## src/rtl/add_round_key.sv

```systemverilog
// AES AddRoundKey register stage: key-schedule bank, round counter, valid/ready output register.
// Optional build macro ARK_ZEROIZE_EN adds a one-word-per-cycle key bank clear sweep.
module add_round_key #(
    parameter int NR = 10,
    parameter int AW = 6
) (
    input  logic          clk,
    input  logic          rst,
    input  logic          kw_valid,
    input  logic [AW-1:0] kw_addr,
    input  logic [31:0]   kw_data,
    input  logic          in_valid,
    output logic          in_ready,
    input  logic          in_first,
    input  logic [127:0]  in_state,
    output logic          out_valid,
    input  logic          out_ready,
    output logic [127:0]  out_state,
    output logic [3:0]    out_round,
    output logic          out_final,
    input  logic          zeroize,
    output logic          busy
);
    localparam int NWORDS = 4 * (NR + 1);

    // Handshake: a state moves when in_valid && in_ready; the output register is
    // overwritten only when empty or being drained in the same cycle.
    logic [31:0]   w [NWORDS];
    logic [3:0]    rnd;
    logic [3:0]    r_sel;
    logic [AW-1:0] kbase;
    logic [127:0]  rkey;
    logic          xfer;
    logic          kw_ok;
    logic          zero_start;

    assign in_ready = !busy && (!out_valid || out_ready);
    assign xfer     = in_valid && in_ready;
    assign r_sel    = in_first ? 4'd0 : rnd;
    assign kbase    = AW'({r_sel, 2'b00});
    assign kw_ok    = kw_valid && !busy && (32'(kw_addr) < 32'(NWORDS));

    always_comb begin
        rkey = {w[kbase], w[kbase + AW'(1)], w[kbase + AW'(2)], w[kbase + AW'(3)]};
    end

`ifdef ARK_ZEROIZE_EN
    logic [AW-1:0] zcnt;

    assign zero_start = zeroize && !busy;

    always_ff @(posedge clk) begin
        if (!rst) begin
            busy <= 1'b0;
            zcnt <= '0;
        end else if (zero_start) begin
            busy <= 1'b1;
            zcnt <= '0;
        end else if (busy) begin
            if (zcnt == AW'(NWORDS - 1)) busy <= 1'b0;
            else                         zcnt <= zcnt + AW'(1);
        end
    end

    // Bank has no reset; an aborted sweep deliberately leaves it partly cleared.
    always_ff @(posedge clk) begin
        if (busy)       w[zcnt]   <= '0;
        else if (kw_ok) w[kw_addr] <= kw_data;
    end
`else
    logic unused_zeroize;

    assign busy           = 1'b0;
    assign zero_start     = 1'b0;
    assign unused_zeroize = zeroize;

    always_ff @(posedge clk) begin
        if (kw_ok) w[kw_addr] <= kw_data;
    end
`endif

    always_ff @(posedge clk) begin
        if (!rst) begin
            out_valid <= 1'b0;
            out_state <= '0;
            out_round <= '0;
            out_final <= 1'b0;
            rnd       <= '0;
        end else begin
            if (xfer) begin
                out_valid <= 1'b1;
                out_state <= in_state ^ rkey;
                out_round <= r_sel;
                out_final <= (r_sel == 4'(NR));
                rnd       <= (r_sel == 4'(NR)) ? 4'd0 : r_sel + 4'd1;
            end else if (out_ready) begin
                out_valid <= 1'b0;
            end
            if (zero_start) rnd <= '0;
        end
    end
endmodule

```

## config.mk

```make
export PLATFORM = sky130hd
export DESIGN_NAME = add_round_key
export DESIGN_NICKNAME = d
export VERILOG_FILES = /design/src/rtl/add_round_key.sv
export SDC_FILE = /design/constraint.sdc
export NUM_CORES = 2
export LEC_CHECK = 0
export BUFFER_PORTS_ARGS = -buffer_cell sky130_fd_sc_hd__buf_2
export CAP_MARGIN = 40
export CELL_PAD_IN_SITES_DETAIL_PLACEMENT = 1
export CELL_PAD_IN_SITES_GLOBAL_PLACEMENT = 2
export CORE_MARGIN = 1
export CORE_UTILIZATION = 41
export CTS_BUF_LIST = sky130_fd_sc_hd__clkbuf_4 sky130_fd_sc_hd__clkbuf_8
export DETAILED_ROUTE_END_ITERATION = 10
export PLACE_DENSITY_LB_ADDON = 0.1
export SETUP_SLACK_MARGIN = 0.5
export SLEW_MARGIN = 10
export SYNTH_ARGS = -nofsm -noshare
export SYNTH_HDL_FRONTEND = slang
export SYNTH_SLANG_ARGS = --single-unit
```

## constraint.sdc

```tcl
create_clock -name clk -period 3.3 [get_ports clk]
set_input_delay 0.165 -clock clk [delete_from_list [all_inputs] [get_ports clk]]
set_output_delay 0.165 -clock clk [all_outputs]
set_load 0.1 [all_outputs]
```

==> results summary <==
Measured in cells, the most critical reg-to-reg path has a length of 7. The count of standard-cell rows came out at 145. The die outline area is between 150000 and 200000 sq um. The vertical die dimension came out at about 400 um.

The leakage power came out at 0.0267 uW. The required time of the worst setup path is 4.17 ns. The detailed router placed between 40000 and 50000 vias in this run. The post-CTS clock slew at the launch and capture registers of the worst setup and hold paths is 0.06 ns.

The post-synthesis net count came out at between 4000 and 5000. Leaving out fill and tap cells, the most frequent cell in the layout is sky130_fd_sc_hd__edfxtp_1. The global routing usage on met1 came out at 36.7%.

The standard cell area after detailed placement came out at 70000 sq um. The area of the placeable core came out at 157000 sq um. The deepest clock path buffer count came out at 4. The pin count of the biggest net entering global routing came out at 159.

The total iterations of the first detailed-routing run came out at 6. The area overhead of the layout relative to synthesis is 22.3%. Traced cell by cell, the critical path runs through or2_4 > buf_12 > a22oi_1 > a22o_1 > a31oi_1 > o211ai_1 > dlygate4sd3_1. The met2 routing resource usage after global routing is 45.1%.

The power per standard cell area came out at 562 nW/um^2. After detailed routing, the number of remaining DRC violations is 0. Dividing the synthesized area by the synthesized cell count gives 13.8 sq um.

The final period utilization came out at around 80%. In this run the worst setup path terminates at out_state[42]. In the final routed layout, each cell accounts on average for 29.1 um.

The final number of hold-violating endpoints came out at 0. After synthesis the netlist holds a flip-flop and latch count of ~1500. The maximum clock frequency is 0.372 GHz. The global routing met3 resource utilization is 4.93%. STA classifies the critical path endpoint as a flop. The startpoint class of the critical path is a flop. The minimum setup slack among reg-to-reg paths is about 0.61 ns.

The worst path in the final design needs a cycle of 2.69 ns, including I/O delays and setup. The run finished with clean final reports. Global routing used 27.3% of the available tracks. The routing layer with the top usage in global route is met2.

The worst-path maximum fanout is just under 90. The TritonCTS clock tree is done. The finished cells cover 79600 sq um.

The TritonCTS sink count is about 1500. The worst-case headroom to the max-slew limit came out at 33.3%. In the synthesized netlist the dominant register cell turns out to be sky130_fd_sc_hd__edfxtp_1. The final antenna-violating net count came out at 0.

The post-route core utilization came out at 50.7%. The total power came out at 44700 uW. Yosys mapped a number of flops with a built-in enable equal to 1408. The post-detailed-placement half-perimeter wirelength is 117 mm. The H-tree depth came out at 5.

The count of final setup violators is 0. The mapped netlist covers 65100 sq um. In the synthesized netlist, the number of instances is 4725. The delay of the slowest critical-path stage came out at 0.58 ns.

The largest individual stage delay along the critical path comes from the cell sky130_fd_sc_hd__dlygate4sd3_1. The min-delay analysis places its worst path in the category in -> reg. The final global-route overflow total is 0.

The number of antenna violations at the first check in global routing came to 18. 309 I/O pins were placed. The total of buffers placed on input and output ports came out at between 300 and 400.

The die extent in x came out at 400 um. For this run, the post-layout net count is about 5700. In this run the worst setup path begins at rnd[2]. Counting the buffers created by CTS gives between 200 and 300. The worst path arrival time came out at 3.56 ns. The iteration-0 DRC count of the detailed router is about 3400. The post-route netlist has 17.6% of its cells at a drive strength greater than 1. The final setup skew came out at roughly 0.042 ns. The fraction of synthesis flops using an asynchronous set or reset pin came out at 0%. The critical path is of the reg -> reg type. During synthesis, Yosys emitted a total of 0 warnings. The number of pins with negative max-slew slack in the final report came to 0.

The max-capacitance violation count is 0. The root buffer cell is sky130_fd_sc_hd__clkbuf_8. The worst register-to-register path ends at out_state[42]. Summed over all failing endpoints, the final setup total negative slack is 0 ns. After synthesis, the netlist uses 40 different library cells. In this run the critical register-to-register path is launched from rnd[2]. The routed wire length came out at 226 mm. For this configuration, the core starts out at a cell density of 41.5%. Setup repair after global routing could not meet its margin everywhere. The global-route wire length before repair came out at 322 mm.

The global placer's final weighted congestion is 0.764. The mean number of vias per cell came out at 5.93. The top cell types in the final layout, fill and taps aside, are 1408 x sky130_fd_sc_hd__edfxtp_1, 388 x sky130_fd_sc_hd__nor2_1, 384 x sky130_fd_sc_hd__mux2i_1, 360 x sky130_fd_sc_hd__dlygate4sd3_1, 329 x sky130_fd_sc_hd__clkbuf_8.

Clock latency on the worst-skew pair, taken at its later pin, is 1.00 ns. The slew at the pin closest to its max-slew limit is 1.00 ns. After synthesis, flip-flops and latches occupy 69.2% of the total area. The number of global-route vias before repair was 47704. IR analysis of the VDD net gives a maximum drop of about 0.3 mV.
## sequential cells by signal (all words and copies together) (netlist names)
name	count
rnd	4
out_final	1
out_valid	1
out_state	128
out_round	4
w	1408
## cell usage after synthesis, drive strengths merged, types with 129 or more instances
master	n	share of area [%]
a21oi	134	1.0
a22oi	129	1.5
a31oi	256	2.5
buf	166	1.6
clkbuf	202	1.2
dfxtp	138	4.2
edfxtp	1408	65
mux2i	384	5.9
nand2	272	1.6
nand4	129	1.2
nor2	431	2.5
nor3b	256	3.0
o21ai	263	2.0
o21bai	129	1.5
## final cells by class
cell class	count	area [sq um]
clock buffer	430	5290
clock inverter	71	447
sequential	1546	45100
tap	2058	2570
multi-input combinational	2805	18600
timing repair buffer	838	7660
antenna	5	12.5
fill	15469	77300
inverter	6	22.5
## layer usage
layer	up-vias	part of all wire, %	routed length (um)
met3	308	5.7	12900
met1	24099	44	101000
li1	20191	-	-
met2	1416	47	107000
met5	-	0.026	59
met4	10	2.4	5450
## through the flow
stage          cells  worst slack, ns  hold slack [ns]
2_1_floorplan   4725           -0.155            0.264
3_3_place_gp    6852            0.871            0.450
3_5_place_dp    6877            0.855            0.441
4_1_cts         7738            0.514           0.0115
5_1_grt         7755            0.490           0.0352
6_report        7759            0.608           0.0924
## how the worst min path moves through the flow
stage	from	to	slack [ns]	cells past startpoint
2_1_floorplan	kw_data[0]	w[0][0]	0.26	0
3_3_place_gp	out_round[1]	out_round[1]	0.45	2
3_5_place_dp	kw_data[28]	w[39][28]	0.44	1
4_1_cts	kw_addr[2]	w[40][22]	0.01	3
5_1_grt	kw_addr[2]	w[40][23]	0.04	3
6_report	kw_addr[2]	w[40][27]	0.09	3
## power by group
part	internal, uW	switching [uW]	total, uW	leakage, uW
registers	21600	168	21700	0.0138
logic	1320	3030	4350	0.00979
clock network	10600	8040	18600	0.00306
total	33500	11200	44700	0.0267
## timing repair
| item | 4_1_cts | 5_1_grt |
|---|---|---|
| setup endpoints to repair | 0 | 14 |
| setup buffers | 0 | 12 |
| hold buffers | 360 | 0 |
| gates resized for setup | 0 | 12 |
| hold endpoints to repair | 1487 | 0 |
## kinds of logic (layout without fill, tap and decap cells)
| group | Yosys count | in the layout | share of synthesized area, % |
|---|---|---|---|
| and+or+nand+nor | 1118 | 1118 | 8.53 |
| muxes | 384 | 384 | 5.90 |
| other | 1 | 6 | 0.00576 |
| DFF | 1546 | 1546 | 69.2 |
| buffers and inverters | 374 | 1345 | 2.87 |
| AOI/OAI and AO/OA | 1302 | 1302 | 13.5 |
## critical path: cells and delay by family, from the launching register on
kind	cells	cell delay, ns
buffers and inverters	2	1.09
AOI/OAI and AO/OA	4	0.75
DFF	1	0.46
and+or+nand+nor	1	0.19
Power figures use the tool's default switching activity.
